$ cat src/rtl/cache_lookup_initiator.sv
// cache_lookup_initiator
// Requester-side master for the cache tag/LRU lookup controller. A client byte
// address is split into tag and index, a single lookup is issued over the
// it_valid/it_ready channel, and the hit/miss result is collected over the
// hm_valid/hm_ready channel. Exactly one response per accepted request is
// returned to the client. A watchdog aborts lookups whose result never shows up.
//
// Optional build macro: CACHE_LOOKUP_STATS_EN adds saturating hit/miss/timeout
// counters (hit_cnt_o, miss_cnt_o, timeout_cnt_o), updated at the response
// handshake.

module cache_lookup_initiator #(
  parameter int index_width    = 10,
  parameter int tag_width      = 16,
  parameter int offset_width   = 4,
  parameter int timeout_cycles = 64
) (
  input  logic                                        clk_i,
  input  logic                                        rst_i,
  input  logic                                        req_valid_i,
  input  logic [tag_width+index_width+offset_width-1:0] req_addr_i,
  output logic                                        req_ready_o,
  output logic [index_width-1:0]                      index_o,
  output logic [tag_width-1:0]                        tag_o,
  output logic                                        it_valid_o,
  input  logic                                        it_ready_i,
  input  logic                                        hm_valid_i,
  input  logic                                        hit_miss_i,
  input  logic [1:0]                                  col_i,
  output logic                                        hm_ready_o,
  output logic                                        rsp_valid_o,
  input  logic                                        rsp_ready_i,
  output logic                                        rsp_hit_o,
  output logic [1:0]                                  rsp_col_o,
  output logic                                        rsp_err_o
`ifdef CACHE_LOOKUP_STATS_EN
  ,
  output logic [31:0]                                 hit_cnt_o,
  output logic [31:0]                                 miss_cnt_o,
  output logic [15:0]                                 timeout_cnt_o
`endif
);

  localparam int ADDR_W = tag_width + index_width + offset_width;

  // The watchdog only has to count up to timeout_cycles-1.
  localparam int WD_W = (timeout_cycles > 1) ? $clog2(timeout_cycles) : 1;
  localparam bit WD_EN = (timeout_cycles != 0);
  localparam logic [WD_W-1:0] WD_LAST = (timeout_cycles > 0) ? WD_W'(timeout_cycles - 1) : '0;

  typedef enum logic [1:0] {
    IDLE    = 2'd0,
    ISSUE   = 2'd1,
    WAIT_HM = 2'd2,
    RESP    = 2'd3
  } state_t;

  state_t                 state;
  state_t                 state_nxt;

  logic [tag_width-1:0]   tag_q;
  logic [index_width-1:0] index_q;
  logic [WD_W-1:0]        watchdog;
  logic                   res_hit;
  logic [1:0]             res_col;
  logic                   res_err;

  logic                   load_req;
  logic                   it_fire;
  logic                   hm_take;
  logic                   wd_expire;
  logic                   rsp_fire;

  // Offset bits select a byte within a line and play no part in the lookup.
  logic                   unused_offset;
  assign unused_offset = ^req_addr_i[offset_width-1:0];

  // A timeout fires on the last permitted WAIT_HM cycle when no result came in.
  logic                   wd_at_last;
  assign wd_at_last = WD_EN && (watchdog == WD_LAST);

  // State register.
  always_ff @(posedge clk_i or negedge rst_i) begin
    if (!rst_i) begin
      state <= IDLE;
    end else begin
      state <= state_nxt;
    end
  end

  // Next-state decode and handshake outputs, all derived from the current state.
  always_comb begin
    state_nxt   = state;
    req_ready_o = 1'b0;
    it_valid_o  = 1'b0;
    hm_ready_o  = 1'b0;
    rsp_valid_o = 1'b0;
    load_req    = 1'b0;
    it_fire     = 1'b0;
    hm_take     = 1'b0;
    wd_expire   = 1'b0;
    rsp_fire    = 1'b0;
    case (state)
      IDLE: begin
        req_ready_o = 1'b1;
        if (req_valid_i) begin
          load_req  = 1'b1;
          state_nxt = ISSUE;
        end
      end
      ISSUE: begin
        it_valid_o = 1'b1;
        if (it_ready_i) begin
          it_fire   = 1'b1;
          state_nxt = WAIT_HM;
        end
      end
      WAIT_HM: begin
        hm_ready_o = 1'b1;
        // A result arriving on the expiry cycle still counts as a real result.
        if (hm_valid_i) begin
          hm_take   = 1'b1;
          state_nxt = RESP;
        end else if (wd_at_last) begin
          wd_expire = 1'b1;
          state_nxt = RESP;
        end
      end
      RESP: begin
        rsp_valid_o = 1'b1;
        if (rsp_ready_i) begin
          rsp_fire  = 1'b1;
          state_nxt = IDLE;
        end
      end
      default: begin
        state_nxt = IDLE;
      end
    endcase
  end

  // Tag/index capture; held until the next accepted request so the controller
  // sees stable values for the whole ISSUE phase.
  always_ff @(posedge clk_i or negedge rst_i) begin
    if (!rst_i) begin
      tag_q   <= '0;
      index_q <= '0;
    end else if (load_req) begin
      tag_q   <= req_addr_i[ADDR_W-1 -: tag_width];
      index_q <= req_addr_i[offset_width+index_width-1 : offset_width];
    end
  end

  // Watchdog: cleared when the lookup is handed off, counts every WAIT_HM cycle.
  always_ff @(posedge clk_i or negedge rst_i) begin
    if (!rst_i) begin
      watchdog <= '0;
    end else if (it_fire) begin
      watchdog <= '0;
    end else if (state == WAIT_HM) begin
      watchdog <= watchdog + 1'b1;
    end
  end

  // Result capture: way is forced to zero on a miss or a timeout.
  always_ff @(posedge clk_i or negedge rst_i) begin
    if (!rst_i) begin
      res_hit <= 1'b0;
      res_col <= 2'd0;
      res_err <= 1'b0;
    end else if (hm_take) begin
      res_hit <= hit_miss_i;
      res_col <= hit_miss_i ? col_i : 2'd0;
      res_err <= 1'b0;
    end else if (wd_expire) begin
      res_hit <= 1'b0;
      res_col <= 2'd0;
      res_err <= 1'b1;
    end
  end

  assign tag_o     = tag_q;
  assign index_o   = index_q;
  assign rsp_hit_o = res_hit;
  assign rsp_col_o = res_col;
  assign rsp_err_o = res_err;

`ifdef CACHE_LOOKUP_STATS_EN
  function automatic logic [31:0] sat_inc32(input logic [31:0] v);
    return (&v) ? v : v + 32'd1;
  endfunction

  function automatic logic [15:0] sat_inc16(input logic [15:0] v);
    return (&v) ? v : v + 16'd1;
  endfunction

  logic [31:0] hit_cnt;
  logic [31:0] miss_cnt;
  logic [15:0] timeout_cnt;

  // Response statistics; a timed-out lookup is counted only as a timeout.
  always_ff @(posedge clk_i or negedge rst_i) begin
    if (!rst_i) begin
      hit_cnt     <= '0;
      miss_cnt    <= '0;
      timeout_cnt <= '0;
    end else if (rsp_fire) begin
      if (res_err) begin
        timeout_cnt <= sat_inc16(timeout_cnt);
      end else if (res_hit) begin
        hit_cnt <= sat_inc32(hit_cnt);
      end else begin
        miss_cnt <= sat_inc32(miss_cnt);
      end
    end
  end

  assign hit_cnt_o     = hit_cnt;
  assign miss_cnt_o    = miss_cnt;
  assign timeout_cnt_o = timeout_cnt;
`endif

endmodule

$ cat config.mk
export PLATFORM = sky130hd
export DESIGN_NAME = cache_lookup_initiator
export DESIGN_NICKNAME = d
export VERILOG_FILES = /design/src/rtl/cache_lookup_initiator.sv
export SDC_FILE = /design/constraint.sdc
export NUM_CORES = 1
export LEC_CHECK = 0
export ABC_CLOCK_PERIOD_IN_PS = 1700
export BUFFER_PORTS_ARGS = -buffer_cell sky130_fd_sc_hd__buf_4
export CAP_MARGIN = 20
export CORE_MARGIN = 2
export CORE_UTILIZATION = 47
export DETAILED_ROUTE_END_ITERATION = 6
export GPL_TIMING_DRIVEN = 0
export PLACE_DENSITY_LB_ADDON = 0.25
export SYNTH_ARGS = -nofsm -noshare
export SYNTH_HDL_FRONTEND = slang
export SYNTH_SLANG_ARGS = --single-unit
$ cat constraint.sdc
create_clock -name clk_i -period 1.7 [get_ports clk_i]
set_input_delay 0.085 -clock clk_i [delete_from_list [all_inputs] [get_ports clk_i]]
set_output_delay 0.085 -clock clk_i [all_outputs]
set_load 0.05 [all_outputs]
* Word-level counts from Yosys, hierarchy flattened
Cells that the tools add are included.
** Cells by class
- Multiplexer cells :: 28
- $add $sub $neg :: 1
- Reduce and logical (&&, ||, !) cells :: 4
- Equal/unequal tests :: 8
** Operator list (count)
- 1-bit two-way mux :: 17
- 2-bit two-way mux :: 8
- 6-bit two-way mux :: 2
- 2-bit one-hot mux with 4 select lines :: 1
- 6-bit by 1-bit adder with 6-bit output (second input constant) :: 1
- 6-bit equality test (second input constant) :: 1
- 2-bit != test (second input constant) :: 3
- 2-bit equality test (second input constant) :: 2
- 4-bit AND reduction :: 1
- 2-bit nonzero test :: 2
- 3-bit != test (second input constant) :: 1
- 2-bit by 1-bit equality test with 1-bit output (second input constant) :: 1
- 2-bit zero test :: 1
** Storage, ports and cells
- Bits in registers :: 38
- Word-level logic and storage cells :: 48

* Logic depth before layout (Yosys ltp)
Gate-level depths: netlist of the first run.
- Word-level depth :: 6
- Depth in mapped cells :: 6
- Depth with buffers taken out :: 5

* Worst setup path before layout of the first run
Ideal clock, no wire load.
- Kind :: register to register
- From :: register state[0]
- To :: register index_q[4] (netlist: index_o[4])
- Period minus slack after synthesis :: 1908 ps
- Setup slack :: -208 ps
- Data arrival time :: 1780 ps
- Stages on the path, launching flop included :: 6
- Library setup time :: 128 ps
- Path buffers :: 1
- Required time :: 1572 ps
- Cells stage by stage :: dfrtp_1 inv_1 ha_1 nand2_2 buf_2 mux2_1
** On the way
- Longest elaborated chain between the ends :: 2
** Ends and longest elaborated chain
- start, declared :: line 58 : state_t state;
- start signal, assigned :: line 87 : state <= state_nxt;
- 2-bit zero test :: line 103 : case (state)
- 1-bit two-way mux :: line 103
- end signal, assigned :: line 150 : index_q <= req_addr_i[offset_width+index_width-1 : offset_width];
- end, declared :: line 62 : logic [index_width-1:0] index_q;
Every way passes these cells.
A chain may end at the register's enable or synchronous reset.

* Worst setup path after layout of the first run
- From :: register state[0]
- To :: register tag_q[6] (netlist: tag_o[6])
** On the way
- Longest elaborated chain between the ends :: 2
** Ends and longest elaborated chain
- 2-bit zero test :: line 103
- 1-bit two-way mux :: line 103
- end signal, assigned :: line 149 : tag_q <= req_addr_i[ADDR_W-1 -: tag_width];
- end, declared :: line 61 : logic [tag_width-1:0] tag_q;
Every way passes these cells.

==> metrics.yaml, run 1 <==
die:
  io-pin-count: 73
  dieArea_um2: 4098
  start_util_pct: 49.94
  rows: 21
  die_x_um: 64.02
  core_um2: 3390
  die_h_um: 64.02
logic_synthesis:
  synthDistinctLibCells: 30
  yosysTopAreaCell: "dfrtp_1"
  avgSynthCellArea_um2: 13.33
  synth_compound_area_share_pct: 7.761
  synth_adder_area_share_pct: 4.435
  syn-cell-area_um2: 1693
  yosysWarnings: 0
  yosys.area_share.simple_pct: 8.500
  synth_top_area_share_pct: 56.17
  synth_top_family_by_area: "multiplexers"
  ys.flop_type: "dfrtp_1"
  synth-edff-count: 0
  yosysSeqAreaShare_pct: 56.17
  synth-xor-area-share_pct: 2.069
  async_reset_ff_share_pct: 100.0
  synth_area_leaders: "dfrtp_1 (56%), mux2_1 (13%), ha_1 (4.4%), mux2_2 (4.0%), a211o_1 (2.1%)"
  syn-num-nets: 172
  synth-seq-cells: 38
  synthMuxAreaShare_pct: 17.89
  syn_inst: 127
critical_path:
  cp-end-kind: "flop"
  regToRegSetupSlack_ns: 0.05
  cp_cell_sequence: "inv_1 -> ha_2 -> nand2_2 -> buf_4 -> mux2_1"
  cp_slowest_cell: "dfrtp_2"
  crit_required_ns: 1.92
  start_kind: "flop"
  cp_data_arrival_time_ns: 1.87
  cp_max_fo: 10
  max_stage_delay_ns: 0.47
  critPathKind: "reg -> reg"
power_and_ir_drop:
  seqPwrFrac_pct: 29.3
  pwr-share-clk_pct: 11.7
  netSwitchingPower_w: 0.002656
  ir_worst_vdd_uv: 1103
  p_sw_share_pct: 49.08
  intPower_w: 0.002755
  p_leak_nw: 1.268
  combPwrFrac_pct: 58.9
  power.density_nw_per_um2: 2037
route:
  vias: 1379
  dr_wl_met2_um: 2151
  ant_nets: 0
  first_pass_iters: 4
  dr_wl_met3_um: 267
  met1Wirelength_um: 1614
  topRoutingLayerUsed: "met4"
  avgRoutedWirePerCell_um: 14.94
  wl_um: 4153
  drt_iter0_drc: 41
  routed_via_density: 4.960
  drc: 0
clocking:
  cts_sinks: 38
  cts-root-buf: "clkbuf_4"
  cts_tree: "yes"
  htreeDepth: 2
  clockBufferDepth: 2
  numCtsBuffers: 5
  insertion_delay_ns: 0.34
  postCtsSetupBuffers: 0
  clk_pin_slew_ns: 0.11
final_layout:
  drive_gt1_share_pct: 40.95
  final_cell_mix: "buf_4 (70), dfrtp_1 (37), dlygate4sd3_1 (30)"
  layout.nets: 277
  fin_cells: 278
  syn_to_final_growth_pct: 56.91
  antenna_cells: 0
  final_common_cell: "buf_4"
placement:
  dp_cells: 241
  dpl.hpwl_um: 2645
  port_buffers: 68
  gp_congestion: 0.7815
hold_path:
  hp-class: "in -> reg"
sta:
  max_freq_mhz: 607.1
  fin_skew_ns: 0.003468
  finalHoldViolations: 0
  maxSlewViolCount: 0
  rsz0062_at_grt: "true"
  finalSetupViolations: 0
  tightest_slew_ns: 0.4615
  fin_crit_ns: 1.647
  whs_ns: 0.1425
  period_share_pct: 96.89
  relSlewSlack_pct: 69.23
global_route:
  grt_max_degree: 39
  grt_pass1_vias: 1440
  antenna_found_initial: 0
  overflow: 0
  grt_pass1_wl_um: 6651
  track_usage_pct: 21.59
job:
  drv_cap: 0
status:
  status: "finished clean"
==> synthesized netlist by cell type (2+ instances only) <==
master    count
inv_1         5
o211ai_1      3
a31oi_1       2
nand2b_1      5
dfrtp_1      38
mux2_1       20
xor2_1        3
nand2_1       4
a211o_1       4
nor2_1        6
ha_1          6
a21oi_1       4
buf_2         4
mux2_2        6
nand4_1       2
==> sequential cells by signal, indices dropped and copies added, names as in the netlist <==
name and flops:
watchdog 6, tag_o 16, index_o 10, rsp_err_o 1, rsp_col_o 2, rsp_hit_o 1, state 2
==> power groups by stage <==
stage,sequential [W],clock (W),combinational (W)
after floorplan,0.00280,0,0.000969
after global placement,0.00156,0,0.00306
after detailed placement,0.00159,0,0.00311
after CTS,0.00157,0.000642,0.00319
after global routing,0.00164,0.000690,0.00335
final,0.00159,0.000635,0.00319
==> worst max-delay path, delay by kind of cell (launching register included) <==
| family | cells | cell delay (ns) |
|---|---|---|
| flops | 1 | 0.47 |
| buf+inv | 2 | 0.35 |
| mux | 1 | 0.35 |
| fa+ha+maj | 1 | 0.22 |
| simple gates | 1 | 0.14 |
==> final cells by class <==
type / count / area (um^2)
Sequential cell: 38 / 952.2
Timing Repair Buffer: 98 / 810.8
Clock inverter: 1 / 30.03
Clock buffer: 6 / 51.30
Inverter: 5 / 18.77
Tap cell: 46 / 57.56
Fill cell: 200 / 733.2
Buffer: 6 / 42.54
Multi-Input combinational cell: 78 / 693.2
==> cells by family (layout without fill, tap and decap cells) <==
family | count (synthesis) | after routing
xor gates and xnor gates | 4 | 4
AOI/OAI and AO/OA | 16 | 16
adders and majority gates | 6 | 6
DFF | 38 | 38
buffers and inverters | 11 | 116
muxes | 27 | 27
and+or+nand+nor | 25 | 25
==> final timing paths <==
kind                            startpoint    endpoint  depth (start not counted)
worst max-delay path              state[0]    tag_o[6]                          5
worst min-delay path            hit_miss_i   rsp_hit_o                          3
worst max register to register    state[0]    tag_o[6]                          5
worst min register to register   tag_o[11]   tag_o[11]                          1
max in group asynchronous            rst_i    state[0]                          2
min in group asynchronous            rst_i  index_o[7]                          2
==> stage by stage <==
step           setup slack (ns)    TNS, ns  total power (W)  area (um^2)  util, %
6_report                0.05281          0         0.005411         2656    78.37
5_1_grt               -0.007170  -0.007170         0.005672         2656    78.37
4_1_cts                 0.05099          0         0.005400         2654    78.29
3_5_place_dp           -0.04625    -0.5919         0.004702         2266    66.85
3_3_place_gp            0.03290          0         0.004619         2266    66.85
2_1_floorplan          -0.01851    -0.3837         0.003770         1698        -
==> what timing repair did <==
action | CTS | global route
hold buffers | 30 | 0
cloned | 0 | 0
endpoints found under the setup margin | 20 | 2
gates resized for setup | 3 | 2
endpoints found under the hold margin | 67 | 0
==> per-layer routing <==
layer	track usage, %	vias to the layer above
li1	-	660
met1	24.80	653
met2	38.54	55
met3	5.458	11
met4	7.880	0
met5	0	-
No activity file was read; power rests on OpenSTA's default activity.
==> inputs of run 2 (changes only) <==
--- a/config.mk
+++ b/config.mk
@@ -8,6 +8,7 @@
 export ABC_CLOCK_PERIOD_IN_PS = 1700
 export BUFFER_PORTS_ARGS = -buffer_cell sky130_fd_sc_hd__buf_4
 export CAP_MARGIN = 20
+export CORE_ASPECT_RATIO = 1.5
 export CORE_MARGIN = 2
 export CORE_UTILIZATION = 47
 export DETAILED_ROUTE_END_ITERATION = 6
==> run 2 against run 1 <==
Compared with the run above:
- clock power down 4.1%
- cell count down 11%
- register-to-register slack improved by 0.05 ns
- wire length down 18%
- critical path depth is 1 higher
- power shrank 2.0%
- first-iteration DRC count down 56%
- sequential share of layout area is 4.1 points higher
- global-route usage fell by 3.8 points
- clock skew is essentially flat
- non-clock buffer count decreased by 28
- flip-flop and latch count unchanged
- critical path type unchanged
- largest cell class unchanged
- highest routed layer unchanged
==> metrics.yaml, run 2 (synthesized netlist as in run 1, its figures left out) <==
final_layout:
  drive_gt1_share_pct: 45.85  # +4.9 points
  final_common_cell: "buf_4"
  final_cell_mix: "buf_4 (71), dfrtp_1 (37), mux2_1 (20)"
  fillers: 266  # +33%
  antenna_cells: 0  # unchanged
  layout.nets: 249  # -10%
  largest_register_ffs: 16  # unchanged
  multiInputGateArea_um2: 698.2  # +0.72%
  ff_latch_area_um2: 952.2  # unchanged
  syn_to_final_growth_pct: 40.95
route:
  met1Wirelength_um: 1278  # -21%
  ant_nets: 0  # unchanged
  vias: 1265  # -8.3%
  drc: 0  # unchanged
  dr_wl_met3_um: 215  # -19%
  drt_iter0_drc: 18  # -56%
  dr_wl_met2_um: 1893  # -12%
  topRoutingLayerUsed: "met4"
  first_pass_iters: 4  # unchanged
  routed_via_density: 5.121  # +3.2%
  wl_um: 3421  # -18%
  avgRoutedWirePerCell_um: 13.85  # -7.3%
critical_path:
  regToRegSetupSlack_ns: 0.10  # +0.05 ns
  path_delay_family: "flip-flops"
  timing.critical_path.mode_cell: "inv_1"
  cp_slowest_cell: "dfrtp_2"
  cp_max_fo: 10  # unchanged
  crit_buf_inv: 3  # +1
  r2r_end: "state[0]"
  r2r_cells: 6  # +1
  crit_required_ns: 1.86  # -0.06 ns
  cp_cell_sequence: "inv_1 -> ha_2 -> buf_4 -> inv_1 -> a2111oi_4 -> nor3_1"
  critPathKind: "reg -> reg"
  cp_data_arrival_time_ns: 1.75  # -0.12 ns
  max_stage_delay_ns: 0.46  # about the same
  start_kind: "flop"
  cp-end-kind: "flop"
  r2r-start: "state[0]"
placement:
  port_buffers: 68  # unchanged
  dpl.hpwl_um: 2708  # +2.4%
  gp_congestion: 0.7202  # -7.8%
clocking:
  insertion_delay_ns: 0.28  # -0.06 ns
  clockBufferDepth: 2  # unchanged
  clk_pin_slew_ns: 0.07  # -0.04 ns
  numCtsBuffers: 5  # unchanged
  htreeDepth: 2  # unchanged
  cts_sinks: 38  # unchanged
  postCtsSetupBuffers: 0  # unchanged
  cts_tree: "yes"
  cts-root-buf: "clkbuf_8"
sta:
  fin_skew_ns: 0.003526  # +0.00005820 ns
  rsz0062_at_grt: "false"
  relSlewSlack_pct: 69.75  # +0.52 points
  max_freq_mhz: 626.7  # +3.2%
  finalSetupViolations: 0  # unchanged
  maxSlewViolCount: 0  # unchanged
  fin_crit_ns: 1.596  # -0.05150 ns
  period_share_pct: 93.86  # -3.0 points
  finalHoldViolations: 0  # unchanged
  tightest_slew_ns: 0.4537  # -0.007815 ns
  fin_setup_tns_ns: 0  # unchanged
die:
  die_x_um: 53  # -17%
  rows: 26  # +24%
  start_util_pct: 49.56  # -0.38 points
  die_h_um: 77.51  # +21%
  io-pin-count: 73  # unchanged
  core_um2: 3416  # +0.78%
  dieArea_um2: 4108  # +0.24%
power_and_ir_drop:
  p_leak_nw: 1.163  # -8.3%
  power_w: 0.005301  # -2.0%
  ir_worst_vdd_uv: 1296  # +17%
  power.density_nw_per_um2: 2221  # +9.0%
hold_path:
  hp-class: "in -> reg"
  min_from: "req_addr_i[25]"
  min_to: "tag_o[11]"
  hold_depth: 2  # -1
global_route:
  grt_pass1_vias: 1256  # -13%
  overflow: 0  # unchanged
  antenna_found_initial: 0  # unchanged
  track_usage_pct: 17.76  # -3.8 points
  grt_pass1_wl_um: 5444  # -18%
  grt_max_degree: 39  # unchanged
status:
  status: "finished clean"
job:
  drv_cap: 0  # unchanged
run 2: area by class of cell:
class / instances / area share, %
flip-flops and latches: 38 / 39.91
multi-input cells: 78 / 29.26
repair buffers: 70 / 22.23
clock buffers: 7 / 3.618
well taps: 42 / 2.202
plain buffers: 6 / 1.783
inverters: 5 / 0.7866
clock inverters: 1 / 0.2098
run 2: through the flow:
stage | area, um^2 | setup slack [ns] | util (%) | hold WS, ns | std cells
6_report | 2386 | 0.1043 | 69.85 | 0.01679 | 247
5_1_grt | 2386 | 0.01253 | 69.85 | 0.002845 | 247
4_1_cts | 2369 | 0.04639 | 69.34 | 0.008104 | 246
3_5_place_dp | 2261 | -0.08010 | 66.19 | 0.07239 | 237
3_3_place_gp | 2261 | -0.006872 | 66.19 | 0.06082 | 237
2_1_floorplan | 1698 | -0.01851 | - | -0.2106 | 127
run 2: worst max path at each step:
stage	end	depth (start not counted)	start
floorplan	index_o[4]	5	state[0]
global placement	tag_o[7]	5	state[0]
detailed placement	tag_o[0]	5	state[0]
CTS	state[0]	6	state[0]
global route	watchdog[5]	5	state[0]
finish	state[0]	6	state[0]
run 2: timing repair:
| action | CTS | global route |
|---|---|---|
| hold buffers | 1 | 1 |
| setup endpoints to repair | 20 | 6 |
| cloned | 0 | 0 |
| gates resized for setup | 3 | 3 |
| hold endpoints to repair | 38 | 1 |
run 2: where the power goes:
| part | leakage [nW] | switching (W) | internal, W | total, W |
|---|---|---|---|---|
| clock | 0.0482 | 0.000283 | 0.000327 | 0.000609 |
| combinational | 0.660 | 0.00206 | 0.00105 | 0.00311 |
| sequential | 0.455 | 0.000253 | 0.00132 | 0.00158 |
run 2: routing by layer:
metal	up-vias	track usage [%]
met3	4	4.808
met5	-	0
met1	617	18.86
met4	0	5.385
met2	47	32.63
li1	597	-
==> inputs of run 3 (changes only) <==
--- a/config.mk
+++ b/config.mk
@@ -9,7 +9,6 @@
 export BUFFER_PORTS_ARGS = -buffer_cell sky130_fd_sc_hd__buf_4
 export CAP_MARGIN = 20
 export CORE_ASPECT_RATIO = 1.5
-export CORE_MARGIN = 2
 export CORE_UTILIZATION = 47
 export DETAILED_ROUTE_END_ITERATION = 6
 export GPL_TIMING_DRIVEN = 0
==> run 3 against run 2 <==
Compared with the run above:
- count of clock-buffer cells in the layout fell by 1
- die area fell by 6.3%
- global-route usage rose by 1.9 points
- via count grew 2.0%
- clock power shrank 3.4%
- critical path depth down 1
- maximum frequency decreased by 2.5%
==> metrics.yaml, run 3 (synthesized netlist as in run 1, its figures left out) <==
placement:
  dpl_cell_area_um2: 2261  # unchanged
  gp_congestion: 0.7057  # -2.0%
  dpl.hpwl_um: 2714  # +0.25%
  port_buffers: 68  # unchanged
  post-place-ws_ns: -0.1123  # -0.03225 ns
  dp_cells: 237  # unchanged
clocking:
  htreeDepth: 2  # unchanged
  clk_pin_slew_ns: 0.07  # about the same
  cts-root-buf: "clkbuf_8"
  cts_tree: "yes"
  numCtsBuffers: 5  # unchanged
  insertion_delay_ns: 0.28  # about the same
  postCtsSetupBuffers: 0  # unchanged
  cts_sinks: 38  # unchanged
  clockBufferDepth: 2  # unchanged
route:
  first_pass_iters: 4  # unchanged
  drt_iter0_drc: 12  # -6
  avgRoutedWirePerCell_um: 14.45  # +4.3%
  vias: 1290  # +2.0%
  wl_um: 3525  # +3.0%
  routed_via_density: 5.287  # +3.2%
  drc: 0  # unchanged
  ant_nets: 0  # unchanged
global_route:
  track_usage_pct: 19.71  # +1.9 points
  grt_max_degree: 39  # unchanged
  grt_pass1_vias: 1215  # -3.3%
  overflow: 0  # unchanged
  antenna_found_initial: 0  # unchanged
  grt_pass1_wl_um: 5471  # +0.50%
final_layout:
  syn_to_final_growth_pct: 39.76
  drive_gt1_share_pct: 46.53  # +0.68 points
  fin_area_um2: 2366  # -0.84%
  layout.nets: 248  # -0.40%
  multiInputGateArea_um2: 693.2  # -0.72%
  largest_register_ffs: 16  # unchanged
  final_cell_mix: "buf_4 (69), dfrtp_1 (37), mux2_1 (20)"
  antenna_cells: 0  # unchanged
  fin_cells: 244  # -1.2%
  final_core_util_pct: 69.27  # -0.59 points
  ff_latch_area_um2: 952.2  # unchanged
  fillers: 264  # -0.75%
  final_common_cell: "buf_4"
power_and_ir_drop:
  ir_worst_vdd_uv: 1317  # +1.6%
  power.density_nw_per_um2: 2237  # +0.69%
  p_leak_nw: 1.148  # -1.3%
die:
  dieArea_um2: 3851  # -6.3%
  rows: 26  # unchanged
  io-pin-count: 73  # unchanged
  start_util_pct: 49.56  # unchanged
  die_h_um: 75.51  # -2.6%
  die_x_um: 51  # -3.8%
  core_um2: 3416  # unchanged
sta:
  fin_crit_ns: 1.636  # +0.04029 ns
  finalHoldViolations: 0  # unchanged
  max_freq_mhz: 611.3  # -2.5%
  finalSetupViolations: 0  # unchanged
  tightest_slew_ns: 0.4640  # +0.01033 ns
  rsz0062_at_grt: "true"
  fin_ws_ns: 0.06401  # -0.04029 ns
  period_share_pct: 96.23  # +2.4 points
  fin_skew_ns: 0.002266  # -0.001260 ns
  relSlewSlack_pct: 69.07  # -0.69 points
  whs_ns: 0.01295  # -0.003840 ns
  maxSlewViolCount: 0  # unchanged
critical_path:
  cp_cell_sequence: "inv_1 -> ha_2 -> nand2_2 -> buf_4 -> mux2_1"
  cp_slowest_cell: "dfrtp_2"
  crit_required_ns: 1.86  # about the same
  path_delay_family: "flip-flops"
  crit_buf_inv: 2  # -1
  max_stage_delay_ns: 0.43  # -0.03 ns
  critPathKind: "reg -> reg"
  cp-end-kind: "flop"
  cp_max_fo: 10  # unchanged
  start_kind: "flop"
  cp_data_arrival_time_ns: 1.80  # +0.05 ns
hold_path:
  hp-class: "in -> reg"
job:
  drv_cap: 0  # unchanged
status:
  status: "finished clean"
==> run 3: cell types whose count changed in the layout (fill, tap and decap cells not counted) <==
cell	change
dlygate4sd3_1	-1
clkinv_2	-1
buf_4	-2
nand2_2	+1
clkbuf_1	-1
clkbuf_4	+1
nand2_4	-1
buf_6	+1
inv_2	+1
inv_1	-1
==> run 3: final cells by class <==
class / count / area share, %
Multi-Input combinational cell: 78 / 29.30
Tap cell: 42 / 2.221
Clock buffer: 6 / 3.490
Timing Repair Buffer: 69 / 22.00
Buffer: 6 / 1.957
Inverter: 5 / 0.7932
Sequential cell: 38 / 40.24
==> run 3: through the flow <==
stage	total power [W]	setup TNS, ns
2_1_floorplan	0.003770	-0.3837
3_3_place_gp	0.004614	-0.01610
3_5_place_dp	0.004716	-1.596
4_1_cts	0.005325	0
5_1_grt	0.005571	-0.01527
6_report	0.005292	0
==> run 3: report_power, final <==
part           internal [W]  total, W  leakage, nW  switching (W)
clock              0.000312  0.000588       0.0431       0.000276
sequential          0.00132   0.00159        0.455       0.000262
combinational       0.00105   0.00312        0.649        0.00207
total               0.00269   0.00529         1.15        0.00261
==> run 3: routing by layer <==
| metal | routed length [um] | share of wire [%] | track usage, % | vias to the layer above |
|---|---|---|---|---|
| met4 | 93 | 2.6 | 11.42 | 0 |
| met1 | 1295 | 37 | 20.96 | 640 |
| li1 | - | - | - | 592 |
| met2 | 1925 | 55 | 35.38 | 50 |
| met3 | 210 | 6.0 | 4.591 | 8 |
| met5 | 0 | 0 | 0 | - |
==> run 3: timing repair <==
action,4_1_cts,5_1_grt
resized for setup,3,3
setup endpoints to repair,21,20
hold endpoints to repair,38,0
hold buffers,1,0
==> run 3: worst paths after layout <==
path	depth (start not counted)	slack, ns	startpoint	end
max reg2reg	5	0.06	state[0]	index_o[7]
min	2	0.01	req_addr_i[18]	tag_o[4]
max in group asynchronous	2	1.04	rst_i	state[0]
min in group asynchronous	2	0.31	rst_i	tag_o[7]
min reg2reg	1	0.49	tag_o[8]	tag_o[8]
max	5	0.06	state[0]	index_o[7]
